`config.mk`:
```
export PLATFORM = sky130hd
export DESIGN_NAME = mips_multicycle_ctrl
export DESIGN_NICKNAME = d
export VERILOG_FILES = /design/src/rtl/mips_multicycle_ctrl_pkg.sv /design/src/rtl/mips_ctrl_outdec.sv /design/src/rtl/mips_multicycle_ctrl.sv
export SDC_FILE = /design/constraint.sdc
export NUM_CORES = 1
export LEC_CHECK = 0
export BUFFER_PORTS_ARGS = -buffer_cell sky130_fd_sc_hd__clkbuf_2
export CAP_MARGIN = 0
export CORE_MARGIN = 5
export CORE_UTILIZATION = 42
export DETAILED_ROUTE_END_ITERATION = 7
export PLACE_DENSITY = 0.77
export SLEW_MARGIN = 25
export SYNTH_ARGS = -nofsm -noshare
export SYNTH_HDL_FRONTEND = slang
export SYNTH_SLANG_ARGS = --single-unit
export TNS_END_PERCENT = 30
```
`constraint.sdc`:
```
create_clock -name clk -period 1.3 [get_ports clk]
set_input_delay 0.065 -clock clk [delete_from_list [all_inputs] [get_ports clk]]
set_output_delay 0.065 -clock clk [all_outputs]
set_load 0.1 [all_outputs]
```
`src/rtl/mips_multicycle_ctrl_pkg.sv`:
```
// Shared constants for the multicycle MIPS controller: opcodes, ALUOp codes,
// state encodings and the control-word payload driven into the datapath.
package mips_multicycle_ctrl_pkg;

    localparam int unsigned OP_W    = 6;
    localparam int unsigned ALUOP_W = 4;
    localparam int unsigned STATE_W = 4;

    localparam logic [OP_W-1:0] OP_RTYPE = 6'b000000;
    localparam logic [OP_W-1:0] OP_J     = 6'b000010;
    localparam logic [OP_W-1:0] OP_BEQ   = 6'b000100;
    localparam logic [OP_W-1:0] OP_BNE   = 6'b000101;
    localparam logic [OP_W-1:0] OP_ADDI  = 6'b001000;
    localparam logic [OP_W-1:0] OP_SLTI  = 6'b001010;
    localparam logic [OP_W-1:0] OP_SLTIU = 6'b001011;
    localparam logic [OP_W-1:0] OP_ANDI  = 6'b001100;
    localparam logic [OP_W-1:0] OP_ORI   = 6'b001101;
    localparam logic [OP_W-1:0] OP_XORI  = 6'b001110;
    localparam logic [OP_W-1:0] OP_LW    = 6'b100011;
    localparam logic [OP_W-1:0] OP_SW    = 6'b101011;

    // Shared with ula_ctrl
    localparam logic [ALUOP_W-1:0] ALUOP_ADD   = 4'b0010;
    localparam logic [ALUOP_W-1:0] ALUOP_RTYPE = 4'b0000;

    typedef enum logic [STATE_W-1:0] {
        FETCH    = 4'd0,
        DECODE   = 4'd1,
        MEMADR   = 4'd2,
        MEMRD    = 4'd3,
        MEMWB    = 4'd4,
        MEMWR    = 4'd5,
        RTYPE_EX = 4'd6,
        RTYPE_WB = 4'd7,
        BRANCH   = 4'd8,
        IMM_EX   = 4'd9,
        IMM_WB   = 4'd10,
        JUMP     = 4'd11
    } state_e;

    typedef struct packed {
        logic [ALUOP_W-1:0] alu_op;
        logic               alu_src_a;
        logic [1:0]         alu_src_b;
        logic               ext_zero;
        logic               iord;
        logic               mem_read;
        logic               mem_write;
        logic               ir_write;
        logic               reg_dst;
        logic               mem_to_reg;
        logic               reg_write;
        logic [1:0]         pc_src;
        logic               pc_en;
        logic               illegal;
    } ctrl_t;

    // DECODE successor; FETCH doubles as the "unknown opcode" marker.
    function automatic state_e decode_target(input logic [OP_W-1:0] op);
        state_e nxt;
        case (op)
            OP_LW, OP_SW:                 nxt = MEMADR;
            OP_RTYPE:                     nxt = RTYPE_EX;
            OP_BEQ, OP_BNE:               nxt = BRANCH;
            OP_ADDI, OP_SLTI, OP_SLTIU,
            OP_ANDI, OP_ORI, OP_XORI:     nxt = IMM_EX;
            OP_J:                         nxt = JUMP;
            default:                      nxt = FETCH;
        endcase
        return nxt;
    endfunction

endpackage

```
`src/rtl/mips_ctrl_outdec.sv`:
```
// Combinational control-word decoder: maps current state (plus opcode, zero
// and mem_ready where the state needs them) to every datapath enable/select.
module mips_ctrl_outdec
    import mips_multicycle_ctrl_pkg::*;
(
    input  state_e          state_i,
    input  logic [OP_W-1:0] opcode_i,
    input  logic            zero_i,
    input  logic            mem_ready_i,
    output ctrl_t           ctrl_o
);

    always_comb begin
        ctrl_o        = '0;
        ctrl_o.alu_op = ALUOP_ADD;
        case (state_i)
            FETCH: begin
                ctrl_o.mem_read  = 1'b1;
                ctrl_o.alu_src_b = 2'd1;
                ctrl_o.ir_write  = mem_ready_i;
                ctrl_o.pc_en     = mem_ready_i;
            end
            DECODE: begin
                ctrl_o.alu_src_b = 2'd3;
                ctrl_o.illegal   = (decode_target(opcode_i) == FETCH);
            end
            // Address calc stays on ADD: sw's low nibble would alias sltiu
            MEMADR: begin
                ctrl_o.alu_src_a = 1'b1;
                ctrl_o.alu_src_b = 2'd2;
            end
            MEMRD: begin
                ctrl_o.mem_read = 1'b1;
                ctrl_o.iord     = 1'b1;
            end
            MEMWB: begin
                ctrl_o.reg_write  = 1'b1;
                ctrl_o.mem_to_reg = 1'b1;
            end
            MEMWR: begin
                ctrl_o.mem_write = 1'b1;
                ctrl_o.iord      = 1'b1;
            end
            RTYPE_EX: begin
                ctrl_o.alu_src_a = 1'b1;
                ctrl_o.alu_op    = ALUOP_RTYPE;
            end
            RTYPE_WB: begin
                ctrl_o.reg_write = 1'b1;
                ctrl_o.reg_dst   = 1'b1;
            end
            // opcode[0] separates bne (taken on ~zero) from beq (taken on zero)
            BRANCH: begin
                ctrl_o.alu_src_a = 1'b1;
                ctrl_o.alu_op    = {2'b01, opcode_i[1:0]};
                ctrl_o.pc_src    = 2'd1;
                ctrl_o.pc_en     = opcode_i[0] ? ~zero_i : zero_i;
            end
            IMM_EX: begin
                ctrl_o.alu_src_a = 1'b1;
                ctrl_o.alu_src_b = 2'd2;
                ctrl_o.alu_op    = opcode_i[3:0];
                ctrl_o.ext_zero  = opcode_i[2];
            end
            IMM_WB: begin
                ctrl_o.reg_write = 1'b1;
            end
            JUMP: begin
                ctrl_o.pc_src = 2'd2;
                ctrl_o.pc_en  = 1'b1;
            end
            default: ;
        endcase
    end

endmodule

```
`src/rtl/mips_multicycle_ctrl.sv`:
```
// Main control FSM of the multicycle MIPS datapath: sequences fetch, decode,
// execute, memory and writeback, and drives the datapath control word.
module mips_multicycle_ctrl
    import mips_multicycle_ctrl_pkg::*;
(
    input  logic               clk,
    input  logic               reset,
    input  logic [OP_W-1:0]    opcode,
    input  logic               zero,
    input  logic               mem_ready,
    output logic [ALUOP_W-1:0] ALUOp,
    output logic               ALUSrcA,
    output logic [1:0]         ALUSrcB,
    output logic               ext_zero,
    output logic               IorD,
    output logic               MemRead,
    output logic               MemWrite,
    output logic               IRWrite,
    output logic               RegDst,
    output logic               MemtoReg,
    output logic               RegWrite,
    output logic [1:0]         PCSrc,
    output logic               pc_en,
    output logic               illegal,
    output logic [STATE_W-1:0] state
);

    state_e state_q, state_d;
    ctrl_t  ctrl_raw, ctrl;

    always_ff @(posedge clk or posedge reset) begin
        if (reset) state_q <= FETCH;
        else       state_q <= state_d;
    end

    always_comb begin
        state_d = FETCH;
        case (state_q)
            FETCH:    state_d = mem_ready ? DECODE : FETCH;
            DECODE:   state_d = decode_target(opcode);
            MEMADR:   state_d = (opcode == OP_SW) ? MEMWR : MEMRD;
            MEMRD:    state_d = mem_ready ? MEMWB : MEMRD;
            MEMWB:    state_d = FETCH;
            MEMWR:    state_d = mem_ready ? FETCH : MEMWR;
            RTYPE_EX: state_d = RTYPE_WB;
            RTYPE_WB: state_d = FETCH;
            BRANCH:   state_d = FETCH;
            IMM_EX:   state_d = IMM_WB;
            IMM_WB:   state_d = FETCH;
            JUMP:     state_d = FETCH;
            default:  state_d = FETCH;
        endcase
    end

    mips_ctrl_outdec u_outdec (
        .state_i     (state_q),
        .opcode_i    (opcode),
        .zero_i      (zero),
        .mem_ready_i (mem_ready),
        .ctrl_o      (ctrl_raw)
    );

    // Side-effecting strobes are forced low asynchronously while reset is high
    always_comb begin
        ctrl = ctrl_raw;
        if (reset) begin
            ctrl.mem_read  = 1'b0;
            ctrl.mem_write = 1'b0;
            ctrl.ir_write  = 1'b0;
            ctrl.reg_write = 1'b0;
            ctrl.pc_en     = 1'b0;
            ctrl.illegal   = 1'b0;
        end
    end

    assign ALUOp    = ctrl.alu_op;
    assign ALUSrcA  = ctrl.alu_src_a;
    assign ALUSrcB  = ctrl.alu_src_b;
    assign ext_zero = ctrl.ext_zero;
    assign IorD     = ctrl.iord;
    assign MemRead  = ctrl.mem_read;
    assign MemWrite = ctrl.mem_write;
    assign IRWrite  = ctrl.ir_write;
    assign RegDst   = ctrl.reg_dst;
    assign MemtoReg = ctrl.mem_to_reg;
    assign RegWrite = ctrl.reg_write;
    assign PCSrc    = ctrl.pc_src;
    assign pc_en    = ctrl.pc_en;
    assign illegal  = ctrl.illegal;
    assign state    = state_q;

endmodule

```
==> impl_metrics.env, run 1 <==
export IMPL_start_util_pct=44.01
export IMPL_ys_async_sr_fraction_pct=100.0
export IMPL_die_y_um=46.70
export IMPL_synthAdderAreaFrac_pct=0
export IMPL_routabilityCongestion=0.9113
export IMPL_synth_edff_count=0
export IMPL_synth_top_area_share_pct=17.70
export IMPL_synth_top_area_cell="dfrtp_1"
export IMPL_synth_avg_cell_area_um2=6.814
export IMPL_synth_area_mux_share_pct=1.770
export IMPL_synth_seq_cells=4
export IMPL_run_status="did not finish"
export IMPL_synth_top_family_by_area="simple AND/OR/NAND/NOR gates"
export IMPL_synth_compound_area_share_pct=26.55
export IMPL_synth_xor_area_share_pct=3.097
export IMPL_synth_fp_nets=93
export IMPL_first_error="[ERROR DPL-0038] Utilization greater than 100%, impossible to legalize"
export IMPL_synth_cell_types=33
export IMPL_postSynthCellCount=83
export IMPL_portBuffers=32
export IMPL_synth_area_um2=565.5
export IMPL_synth_simple_area_share_pct=43.14
export IMPL_synth_area_leaders="dfrtp_1 (18%), nor2_1 (8.0%), nand2b_1 (7.7%), nor3_1 (6.2%), a21oi_1 (4.4%)"
export IMPL_synthTopCellsByCount="nor2_1 (12), nand2b_1 (7), nor3_1 (7), a21oi_1 (5), buf_2 (5)"
export IMPL_ys_warnings_count=0
export IMPL_lastStage="3_5_place_dp"
export IMPL_seq_area_frac_synth_pct=17.70
export IMPL_io_pins=33
export IMPL_fp_dieW_um=46.70
export IMPL_synth_main_ff_cell="dfrtp_1"
export IMPL_row_count=13
export IMPL_yosysMostFrequentCell="nor2_1"
metrics by stage:
stage                   cell area [um^2]  instances  TNS, ns
after floorplan                    674.4         83   -17.14
after global placement              1346        147  -0.4835
cell families after synthesis:
group / after synthesis
simple gates: 44
compound gates: 22
buf+inv: 10
flops: 4
xor+xnor: 2
mux: 1
==> inputs of run 2 (changes only) <==
--- a/config.mk
+++ b/config.mk
@@ -7,10 +7,10 @@
 export LEC_CHECK = 0
 export BUFFER_PORTS_ARGS = -buffer_cell sky130_fd_sc_hd__clkbuf_2
 export CAP_MARGIN = 0
-export CORE_MARGIN = 5
-export CORE_UTILIZATION = 42
+export CORE_AREA = 5 5 66 68
 export DETAILED_ROUTE_END_ITERATION = 7
-export PLACE_DENSITY = 0.77
+export DIE_AREA = 0 0 71 73
+export PLACE_DENSITY_LB_ADDON = 0.15
 export SLEW_MARGIN = 25
 export SYNTH_ARGS = -nofsm -noshare
 export SYNTH_HDL_FRONTEND = slang
==> impl_metrics.env, run 2 <==
export IMPL_run_status="complete, but fails checks"
export IMPL_violations="negative setup slack"
export IMPL_seq_area_frac_synth_pct=17.70
export IMPL_vias=845
export IMPL_path_delay_family="flip-flops"
export IMPL_cts_root_buf="clkbuf_8"
export IMPL_synthTopCellsByCount="nor2_1 (12), nand2b_1 (7), nor3_1 (7), a21oi_1 (5), buf_2 (5)"
export IMPL_hold_viol_final=0
export IMPL_synth_edff_count=0
export IMPL_synth_area_um2=565.5
export IMPL_fillers=372
export IMPL_clock_skew_final_ns=0.005274
export IMPL_ys_warnings_count=0
export IMPL_syn_to_final_growth_pct=200.0
export IMPL_path_buf_inv=3
export IMPL_wl_per_cell_um=13.03
export IMPL_holdCritPathClass="in -> reg"
export IMPL_p_per_area_mw_per_mm2=2597
export IMPL_cts_sinks=4
export IMPL_clockBufferDepth=2
export IMPL_row_count=23
export IMPL_start_util_pct=14.89
export IMPL_critPathMaxFanout=7
export IMPL_rr_endpoint="state[1]"
export IMPL_fin_crit_sh_pct=121.7
export IMPL_final_cell_mix="buf_12 (23), buf_4 (18), buf_6 (12)"
export IMPL_tritoncts="yes"
export IMPL_cap_viol_max_count=0
export IMPL_fp_dieW_um=71
export IMPL_arrival_ns=1.52
export IMPL_cpPeakStageDelay_ns=0.48
export IMPL_multiInputGateArea_um2=681.9
export IMPL_fmax_mhz=632.2
export IMPL_hold_end="state[0]"
export IMPL_seq_area_um2=110.1
export IMPL_layout_commonest_cell="buf_12"
export IMPL_yosysMostFrequentCell="nor2_1"
export IMPL_p_leak_uw=0.0006864
export IMPL_synth_top_area_cell="dfrtp_1"
export IMPL_path_common_cell="buf_6"
export IMPL_dr_pass1_iters=5
export IMPL_placed_cells=184
export IMPL_finalInstanceArea_mm2=0.001697
export IMPL_synth_avg_cell_area_um2=6.814
export IMPL_ys_async_sr_fraction_pct=100.0
export IMPL_via_per_inst=4.378
export IMPL_grt_max_degree=12
export IMPL_io_pins=33
export IMPL_dieArea_mm2=0.005183
export IMPL_diodes=0
export IMPL_grt_pass1_wl_um=4071
export IMPL_fin_crit_ns=1.582
export IMPL_rsz0062_at_grt="true"
export IMPL_final_nets=155
export IMPL_start_kind="flip-flop"
export IMPL_end_kind="primary output"
export IMPL_reg2reg_from="state[0]"
export IMPL_crit_chain="buf_6 -> nor2b_4 -> nand2b_4 -> buf_6 -> a21oi_4 -> buf_12"
export IMPL_dpl_cell_area_mm2=0.001393
export IMPL_portBuffers=32
export IMPL_setup_viol=21
export IMPL_postSynthCellCount=83
export IMPL_cp_slowest_cell="dfrtp_4"
export IMPL_ant_nets=0
export IMPL_hold_start="opcode[4]"
export IMPL_holdPathStages=4
export IMPL_routabilityCongestion=0.8019
export IMPL_synth_fp_nets=93
export IMPL_remaining_drc_errors=0
export IMPL_grt_overflow=0
export IMPL_power_uw=4406
export IMPL_max_slew_margin_rel_pct=77.50
export IMPL_clk_latency_ns=0.22
export IMPL_required_ns=1.24
export IMPL_largest_reg_flops=4
export IMPL_drtIter0Drc=30
export IMPL_grt_antenna_before_repair=0
export IMPL_synth_top_area_share_pct=17.70
export IMPL_clk_pin_slew_ns=0.03
export IMPL_synth_area_leaders="dfrtp_1 (18%), nor2_1 (8.0%), nand2b_1 (7.7%), nor3_1 (6.2%), a21oi_1 (4.4%)"
export IMPL_worstRegToRegCells=6
export IMPL_finalWorstSetupSlack_ns=-0.2817
export IMPL_drv_slew=0
export IMPL_r2r_slack_ns=-0.18
export IMPL_worst_pin_slew_ns=0.3322
export IMPL_totalWireLength_um=2514
export IMPL_synth_seq_cells=4
export IMPL_grt_pass1_vias=879
export IMPL_grtUsageTotal_pct=9.790
export IMPL_h_tree_depth=1
export IMPL_path_class="reg -> out"
export IMPL_fin_tns_setup_ns=-4.226
export IMPL_ir_drop_uv=923.6
export IMPL_synth_cell_types=33
export IMPL_drive_gt1_share_pct=74.13
export IMPL_die_y_um=73
export IMPL_final_cells=193
export IMPL_numCtsBuffers=3
export IMPL_synth_main_ff_cell="dfrtp_1"
export IMPL_core_area_mm2=0.003799
export IMPL_dpl_hpwl_um=1941
-- run 2: worst register-to-register path, stage by stage, from the launching register on --
cell and delay, ns:
dfrtp_2 0.46, buf_6 0.15, buf_4 0.15, nor2b_2 0.17, nor3b_1 0.14, a21oi_1 0.13
o311ai_1 0.14
-- run 2: worst max-delay path by stage --
stage / from / endpoint / slack (ns) / cells past startpoint
after floorplan: state[2] / pc_en / -1.25 / 5
after detailed placement: state[3] / MemRead / -0.13 / 4
after CTS: state[3] / pc_en / -0.29 / 5
after global placement: state[3] / MemRead / -0.12 / 4
after global routing: state[3] / ALUOp[2] / -0.32 / 6
final: state[3] / ALUOp[2] / -0.28 / 6
-- run 2: through the flow --
step           util (%)  setup slack, ns  hold WS [ns]
3_3_place_gp      36.66          -0.1231        0.1304
4_1_cts           42.79          -0.2882        0.1692
6_report          44.66          -0.2817        0.1894
5_1_grt           44.66          -0.3220        0.1943
3_5_place_dp      36.66          -0.1257        0.1246
2_1_floorplan         -           -1.251       -0.1690
-- run 2: per-layer routing --
metal | track usage, % | part of all wire (%) | vias to the layer above
met3 | 1.240 | 4.7 | 2
met4 | 5.010 | 1.1 | 0
met2 | 16.58 | 50 | 30
li1 | - | - | 428
met1 | 12.17 | 44 | 385
met5 | 0 | 0 | -
-- run 2: area by class of cell --
| class | count | area share, % |
|---|---|---|
| Clock buffer | 3 | 2.434 |
| Inverter | 4 | 0.8850 |
| Multi-Input combinational cell | 69 | 40.19 |
| Sequential cell | 4 | 6.490 |
| Tap cell | 50 | 3.687 |
| Timing Repair Buffer | 63 | 46.31 |
-- run 2: report_power, final --
| group | switching [uW] | internal (uW) |
|---|---|---|
| registers | 109 | 181 |
| logic | 2290 | 1570 |
| clock network | 64.9 | 197 |
| total | 2460 | 1940 |
-- run 2: what timing repair did --
item	CTS	global route
endpoints found under the hold margin	4	0
gates resized for setup	34	11
hold buffers	1	0
endpoints found under the setup margin	22	22
setup buffers	2	3
pin swaps	9	7
-- run 2: cell families (layout without fill, tap and decap cells) --
group,count (synthesis),count (layout),share of synthesized area (%)
compound gates,22,22,26.55
xor+xnor,2,2,3.098
mux,1,1,1.770
buf+inv,10,70,7.741
simple gates,44,44,43.14
flops,4,4,17.70
No activity file was read; power rests on OpenSTA's default activity.
==> inputs of run 3 (changes only) <==
--- a/config.mk
+++ b/config.mk
@@ -14,5 +14,6 @@
 export SLEW_MARGIN = 25
 export SYNTH_ARGS = -nofsm -noshare
 export SYNTH_HDL_FRONTEND = slang
+export SYNTH_HIERARCHICAL = 1
 export SYNTH_SLANG_ARGS = --single-unit
 export TNS_END_PERCENT = 30
==> impl_metrics.env, run 3 <==
export IMPL_core_area_mm2=0.003799
export IMPL_final_util_pct=42.39
export IMPL_synth_avg_cell_area_um2=7.128
export IMPL_fp_dieW_um=71
export IMPL_syn_to_final_growth_pct=153.8
export IMPL_final_cell_mix="buf_12 (23), buf_4 (16), clkbuf_2 (9)"
export IMPL_ir_drop_uv=2523
export IMPL_clk_pin_slew_ns=0.03
export IMPL_drive_gt1_share_pct=63.45
export IMPL_synth_edff_count=0
export IMPL_setup_viol=23
export IMPL_wl_per_cell_um=13.56
export IMPL_h_tree_depth=1
export IMPL_routed_top_layer="met4"
export IMPL_grtUsageTotal_pct=10.93
export IMPL_postSynthCellCount=89
export IMPL_diodes=0
export IMPL_seq_area_frac_synth_pct=15.78
export IMPL_rsz0062_at_grt="true"
export IMPL_clockBufferDepth=2
export IMPL_dpl_hpwl_um=2128
export IMPL_holdCritPathClass="in -> reg"
export IMPL_path_delay_family="simple AND/OR/NAND/NOR gates"
export IMPL_required_ns=1.24
export IMPL_dr_pass1_iters=3
export IMPL_cp_slowest_cell="dfrtp_4"
export IMPL_tritoncts="yes"
export IMPL_fin_crit_ns=1.732
export IMPL_end_kind="primary output"
export IMPL_hold_viol_final=0
export IMPL_clock_skew_final_ns=0.002118
export IMPL_drv_slew=0
export IMPL_synth_fp_nets=99
export IMPL_run_status="complete, but fails checks"
export IMPL_critPathLaunch="state[2]"
export IMPL_die_y_um=73
export IMPL_ant_nets=0
export IMPL_post_place_ws_ns=-0.2131
export IMPL_hold_end="state[3]"
export IMPL_synth_area_um2=634.4
export IMPL_synth_cell_types=36
export IMPL_numCtsBuffers=3
export IMPL_path_class="reg -> out"
export IMPL_fin_tns_setup_ns=-5.600
export IMPL_dieArea_mm2=0.005183
export IMPL_routabilityCongestion=0.8348
export IMPL_synth_top_area_share_pct=15.78
export IMPL_arrival_ns=1.67
export IMPL_ys_warnings_count=6
export IMPL_remaining_drc_errors=0
export IMPL_largest_reg_flops=4
export IMPL_clk_latency_ns=0.22
export IMPL_crit_chain="or3_4 -> a221oi_2 -> nor2b_4 -> buf_12"
export IMPL_dr_wl_met2_um=1460
export IMPL_grt_pass1_wl_um=4443
export IMPL_cts_sinks=4
export IMPL_reg2reg_from="state[2]"
export IMPL_worst_pin_slew_ns=0.3072
export IMPL_wl_met3_um=112
export IMPL_cpPeakStageDelay_ns=0.49
export IMPL_r2r_slack_ns=-0.22
export IMPL_portBuffers=32
export IMPL_path_buf_inv=1
export IMPL_drtIter0Drc=55
export IMPL_vias=871
export IMPL_cts_root_buf="clkbuf_8"
export IMPL_critPathMaxFanout=7
export IMPL_hold_start="opcode[4]"
export IMPL_via_per_inst=4.467
export IMPL_drt_met1_wl_um=1031
export IMPL_cap_viol_max_count=0
export IMPL_synth_seq_cells=4
export IMPL_totalWireLength_um=2645
export IMPL_rr_endpoint="state[2]"
export IMPL_grt_overflow=0
export IMPL_grt_pass1_vias=958
export IMPL_start_kind="flip-flop"
export IMPL_power_uw=4244
export IMPL_max_slew_margin_rel_pct=79.40
export IMPL_p_per_area_mw_per_mm2=2636
export IMPL_finalWorstSetupSlack_ns=-0.4316
export IMPL_synth_main_ff_cell="dfrtp_1"
export IMPL_violations="negative setup slack"
export IMPL_synth_area_leaders="dfrtp_1 (16%), nor2b_1 (6.9%), nor3_1 (6.3%), nor2_1 (4.7%), nand2b_4 (4.3%)"
export IMPL_grt_antenna_before_repair=0
export IMPL_start_util_pct=16.70
export IMPL_holdPathStages=3
export IMPL_synthTopCellsByCount="nor2_1 (8), nor3_1 (8), nor2b_1 (7), inv_1 (6), nand2_1 (6)"
export IMPL_final_nets=157
export IMPL_fin_crit_sh_pct=133.2
export IMPL_p_leak_uw=0.0006625
export IMPL_ys_async_sr_fraction_pct=100.0
export IMPL_grt_max_degree=12
export IMPL_io_pins=33
export IMPL_fmax_mhz=577.5
export IMPL_row_count=23
export IMPL_worstRegToRegCells=4
export IMPL_layout_commonest_cell="buf_12"
export IMPL_synth_top_area_cell="dfrtp_1"
## run 3: changes by cell type in the layout (fill, tap and decap cells not counted), sizes merged, moves of 3 or more
cell,previous run,this run
nand2,2,6
and3,3,0
nor2b,4,8
nor2,12,8
buf,53,45
## run 3: power breakdown
| group | switching [uW] | total, uW | internal, uW | leakage (uW) |
|---|---|---|---|---|
| clock network | 64.5 | 262 | 197 | 0.0000216 |
| logic | 2270 | 3730 | 1460 | 0.000594 |
| registers | 72.9 | 255 | 182 | 0.0000468 |
## run 3: worst max path at each step
| stage | endpoint | slack (ns) | depth (start not counted) |
|---|---|---|---|
| after floorplan | pc_en | -1.37 | 5 |
| after global placement | illegal | -0.20 | 4 |
| after detailed placement | illegal | -0.21 | 4 |
| after CTS | illegal | -0.45 | 4 |
| after global routing | illegal | -0.49 | 4 |
| final | illegal | -0.43 | 4 |
## run 3: tightest hold or removal path, stage by stage
cell and delay, ns:
clkbuf_2 0.14, or3_4 0.14, o21ai_1 0.06
## run 3: what timing repair did
action | 4_1_cts | 5_1_grt
resized for setup | 20 | 3
setup buffers | 1 | 0
pin swaps | 8 | 0
hold buffers | 1 | 0
endpoints found under the setup margin | 23 | 23
hold endpoints to repair | 4 | 0
## run 3: final cells by class
cell class	instances	area, um^2
fillers	397	2188
repair buffers	55	703.2
flip-flops and latches	4	110.1
well taps	50	62.56
multi-input cells	77	670.6
inverters	6	22.52
clock buffers	3	41.29
## run 3: cell families after synthesis
kind of cell | share of synthesized area (%)
buf+inv | 6.113
simple gates | 52.86
flops | 15.78
xor+xnor | 4.143
compound gates | 21.10
## run 3: per-stage QoR
| stage | hold slack, ns | instances | area, um^2 |
|---|---|---|---|
| final | 0.2272 | 195 | 1610 |
| after global routing | 0.2679 | 195 | 1610 |
| after CTS | 0.2288 | 195 | 1598 |
| after detailed placement | 0.1388 | 190 | 1444 |
| after global placement | 0.1438 | 190 | 1444 |
| after floorplan | -0.1690 | 89 | 743.2 |
## run 3: routing by layer
metal,track usage [%],vias to the layer above
met5,0,-
met4,4.384,0
met3,3.306,7
met2,20.08,20
met1,11.64,405
li1,-,439
==> inputs of run 4 (changes only) <==
--- a/config.mk
+++ b/config.mk
@@ -10,10 +10,8 @@
 export CORE_AREA = 5 5 66 68
 export DETAILED_ROUTE_END_ITERATION = 7
 export DIE_AREA = 0 0 71 73
-export PLACE_DENSITY_LB_ADDON = 0.15
+export PLACE_DENSITY_LB_ADDON = 0.05
 export SLEW_MARGIN = 25
 export SYNTH_ARGS = -nofsm -noshare
 export SYNTH_HDL_FRONTEND = slang
-export SYNTH_HIERARCHICAL = 1
 export SYNTH_SLANG_ARGS = --single-unit
-export TNS_END_PERCENT = 30
==> impl_metrics.env, run 4 (same netlist as run 2, synthesis figures left out) <==
export IMPL_p_int_uw=2174
export IMPL_setup_viol=20
export IMPL_required_ns=1.24
export IMPL_dr_pass1_iters=4
export IMPL_multiInputGateArea_um2=725.7
export IMPL_grt_pass1_vias=944
export IMPL_fp_dieW_um=71
export IMPL_clk_pin_slew_ns=0.03
export IMPL_row_count=23
export IMPL_drv_slew=0
export IMPL_final_nets=158
export IMPL_dpl_hpwl_um=2211
export IMPL_totalWireLength_um=2890
export IMPL_final_cell_mix="buf_12 (23), buf_4 (18), buf_6 (13)"
export IMPL_h_tree_depth=1
export IMPL_post_place_ws_ns=-0.1240
export IMPL_ant_nets=0
export IMPL_core_area_mm2=0.003799
export IMPL_cpPeakStageDelay_ns=0.52
export IMPL_arrival_ns=1.55
export IMPL_p_leak_uw=0.0007199
export IMPL_grt_antenna_before_repair=0
export IMPL_final_util_pct=47.37
export IMPL_routabilityCongestion=0.7543
export IMPL_switching_power_uw=2571
export IMPL_drtIter0Drc=29
export IMPL_critPathMaxFanout=6
export IMPL_numCtsBuffers=3
export IMPL_path_delay_family="flip-flops"
export IMPL_p_comb_share_pct=88.0
export IMPL_vias=875
export IMPL_hold_viol_final=0
export IMPL_power_frac_seq_pct=6.3
export IMPL_largest_reg_flops=4
export IMPL_remaining_drc_errors=0
export IMPL_finalWorstSetupSlack_ns=-0.3154
export IMPL_fmax_mhz=619.0
export IMPL_grt_overflow=0
export IMPL_p_per_area_mw_per_mm2=2637
export IMPL_grt_pass1_wl_um=4574
export IMPL_tritoncts="yes"
export IMPL_syn_to_final_growth_pct=218.1
export IMPL_cts_root_buf="clkbuf_8"
export IMPL_io_pins=33
export IMPL_run_status="complete, but fails checks"
export IMPL_start_util_pct=14.89
export IMPL_whs_ns=0.1617
export IMPL_dieArea_mm2=0.005183
export IMPL_holdCritPathClass="in -> reg"
export IMPL_layout_commonest_cell="buf_12"
export IMPL_ir_drop_uv=752.5
export IMPL_grtUsageTotal_pct=11.42
export IMPL_seq_area_um2=115.1
export IMPL_cap_viol_max_count=0
export IMPL_fillers=383
export IMPL_violations="negative setup slack"
export IMPL_portBuffers=32
export IMPL_p_clk_share_pct=5.7
export IMPL_rsz0062_at_grt="true"
export IMPL_fin_crit_ns=1.615
export IMPL_worst_pin_slew_ns=0.3506
export IMPL_switching_share_pct=54.18
export IMPL_cts_sinks=4
export IMPL_die_y_um=73
export IMPL_clock_skew_final_ns=0.004132
export IMPL_start_kind="flip-flop"
export IMPL_grt_max_degree=13
export IMPL_path_class="reg -> out"
export IMPL_clockBufferDepth=2
export IMPL_drive_gt1_share_pct=80.82
export IMPL_crit_chain="nor4b_4 -> a31oi_2 -> a2bb2oi_2 -> nor2_4 -> buf_12"
export IMPL_path_buf_inv=1
export IMPL_fin_crit_sh_pct=124.3
export IMPL_wl_per_cell_um=14.74
export IMPL_via_per_inst=4.464
export IMPL_diodes=0
export IMPL_clk_latency_ns=0.22
export IMPL_cp_slowest_cell="dfrtp_4"
export IMPL_end_kind="primary output"
export IMPL_max_slew_margin_rel_pct=76.26
## run 4: cell types whose count changed in the layout (fill, tap and decap cells not counted), sizes merged, moves of 3 or more
| cell | previous run | this run |
|---|---|---|
| nor2 | 8 | 12 |
| buf | 45 | 56 |
| nand2 | 6 | 2 |
| nor2b | 8 | 4 |
| and3 | 0 | 3 |
## run 4: layout make-up
cell class	count	share of cell area, %
Sequential cell	4	6.398
Tap cell	50	3.477
Multi-Input combinational cell	69	40.33
Inverter	4	0.8345
Timing Repair Buffer	66	46.66
Clock buffer	3	2.295
## run 4: routing by layer
metal	track usage [%]	up-vias	part of all wire (%)
met3	3.168	5	3.4
met4	4.175	0	1.4
li1	-	430	-
met2	19.26	20	51
met1	13.87	420	44
met5	0	-	0
## run 4: worst paths after layout
kind | from | endpoint | slack (ns) | cells past startpoint
worst min register to register | state[3] | state[0] | 0.76 | 2
max in group asynchronous | reset | state[2] | 0.61 | 4
worst min-delay path | opcode[4] | state[0] | 0.16 | 4
min in group asynchronous | reset | state[1] | 0.49 | 4
worst max-delay path | state[1] | pc_en | -0.32 | 5
worst max register to register | state[1] | state[1] | -0.10 | 3
## run 4: timing repair
action / 4_1_cts / 5_1_grt
gates resized for setup: 27 / 19
setup endpoints to repair: 22 / 22
setup buffers: 1 / 2
cloned: 1 / 0
pin swaps: 6 / 2
hold endpoints to repair: 4 / 0
hold buffers: 1 / 0
## run 4: metrics by stage
stage               instances  total power [uW]  setup TNS (ns)  instance area [um^2]
floorplan                  83              2482          -13.48                 739.5
global placement          188              3849         -0.9245                  1486
detailed placement        188              3845         -0.7544                  1486
CTS                       194              4518          -4.051                  1705
global route              196              4924          -5.269                  1799
finish                    196              4745          -4.104                  1799
## run 4: power by group through the flow
| stage | combinational, uW | sequential [uW] | clock [uW] |
|---|---|---|---|
| 6_report | 4180 | 298 | 270 |
| 5_1_grt | 4320 | 310 | 291 |
| 3_5_place_dp | 3590 | 252 | 0 |
| 3_3_place_gp | 3600 | 246 | 0 |
| 4_1_cts | 3960 | 286 | 270 |
| 2_1_floorplan | 1930 | 554 | 0 |
## run 4: worst min-delay path, stage by stage
cell	delay [ns]
clkbuf_2	0.09
nor2_1	0.05
nand3_1	0.07
o22ai_1	0.06
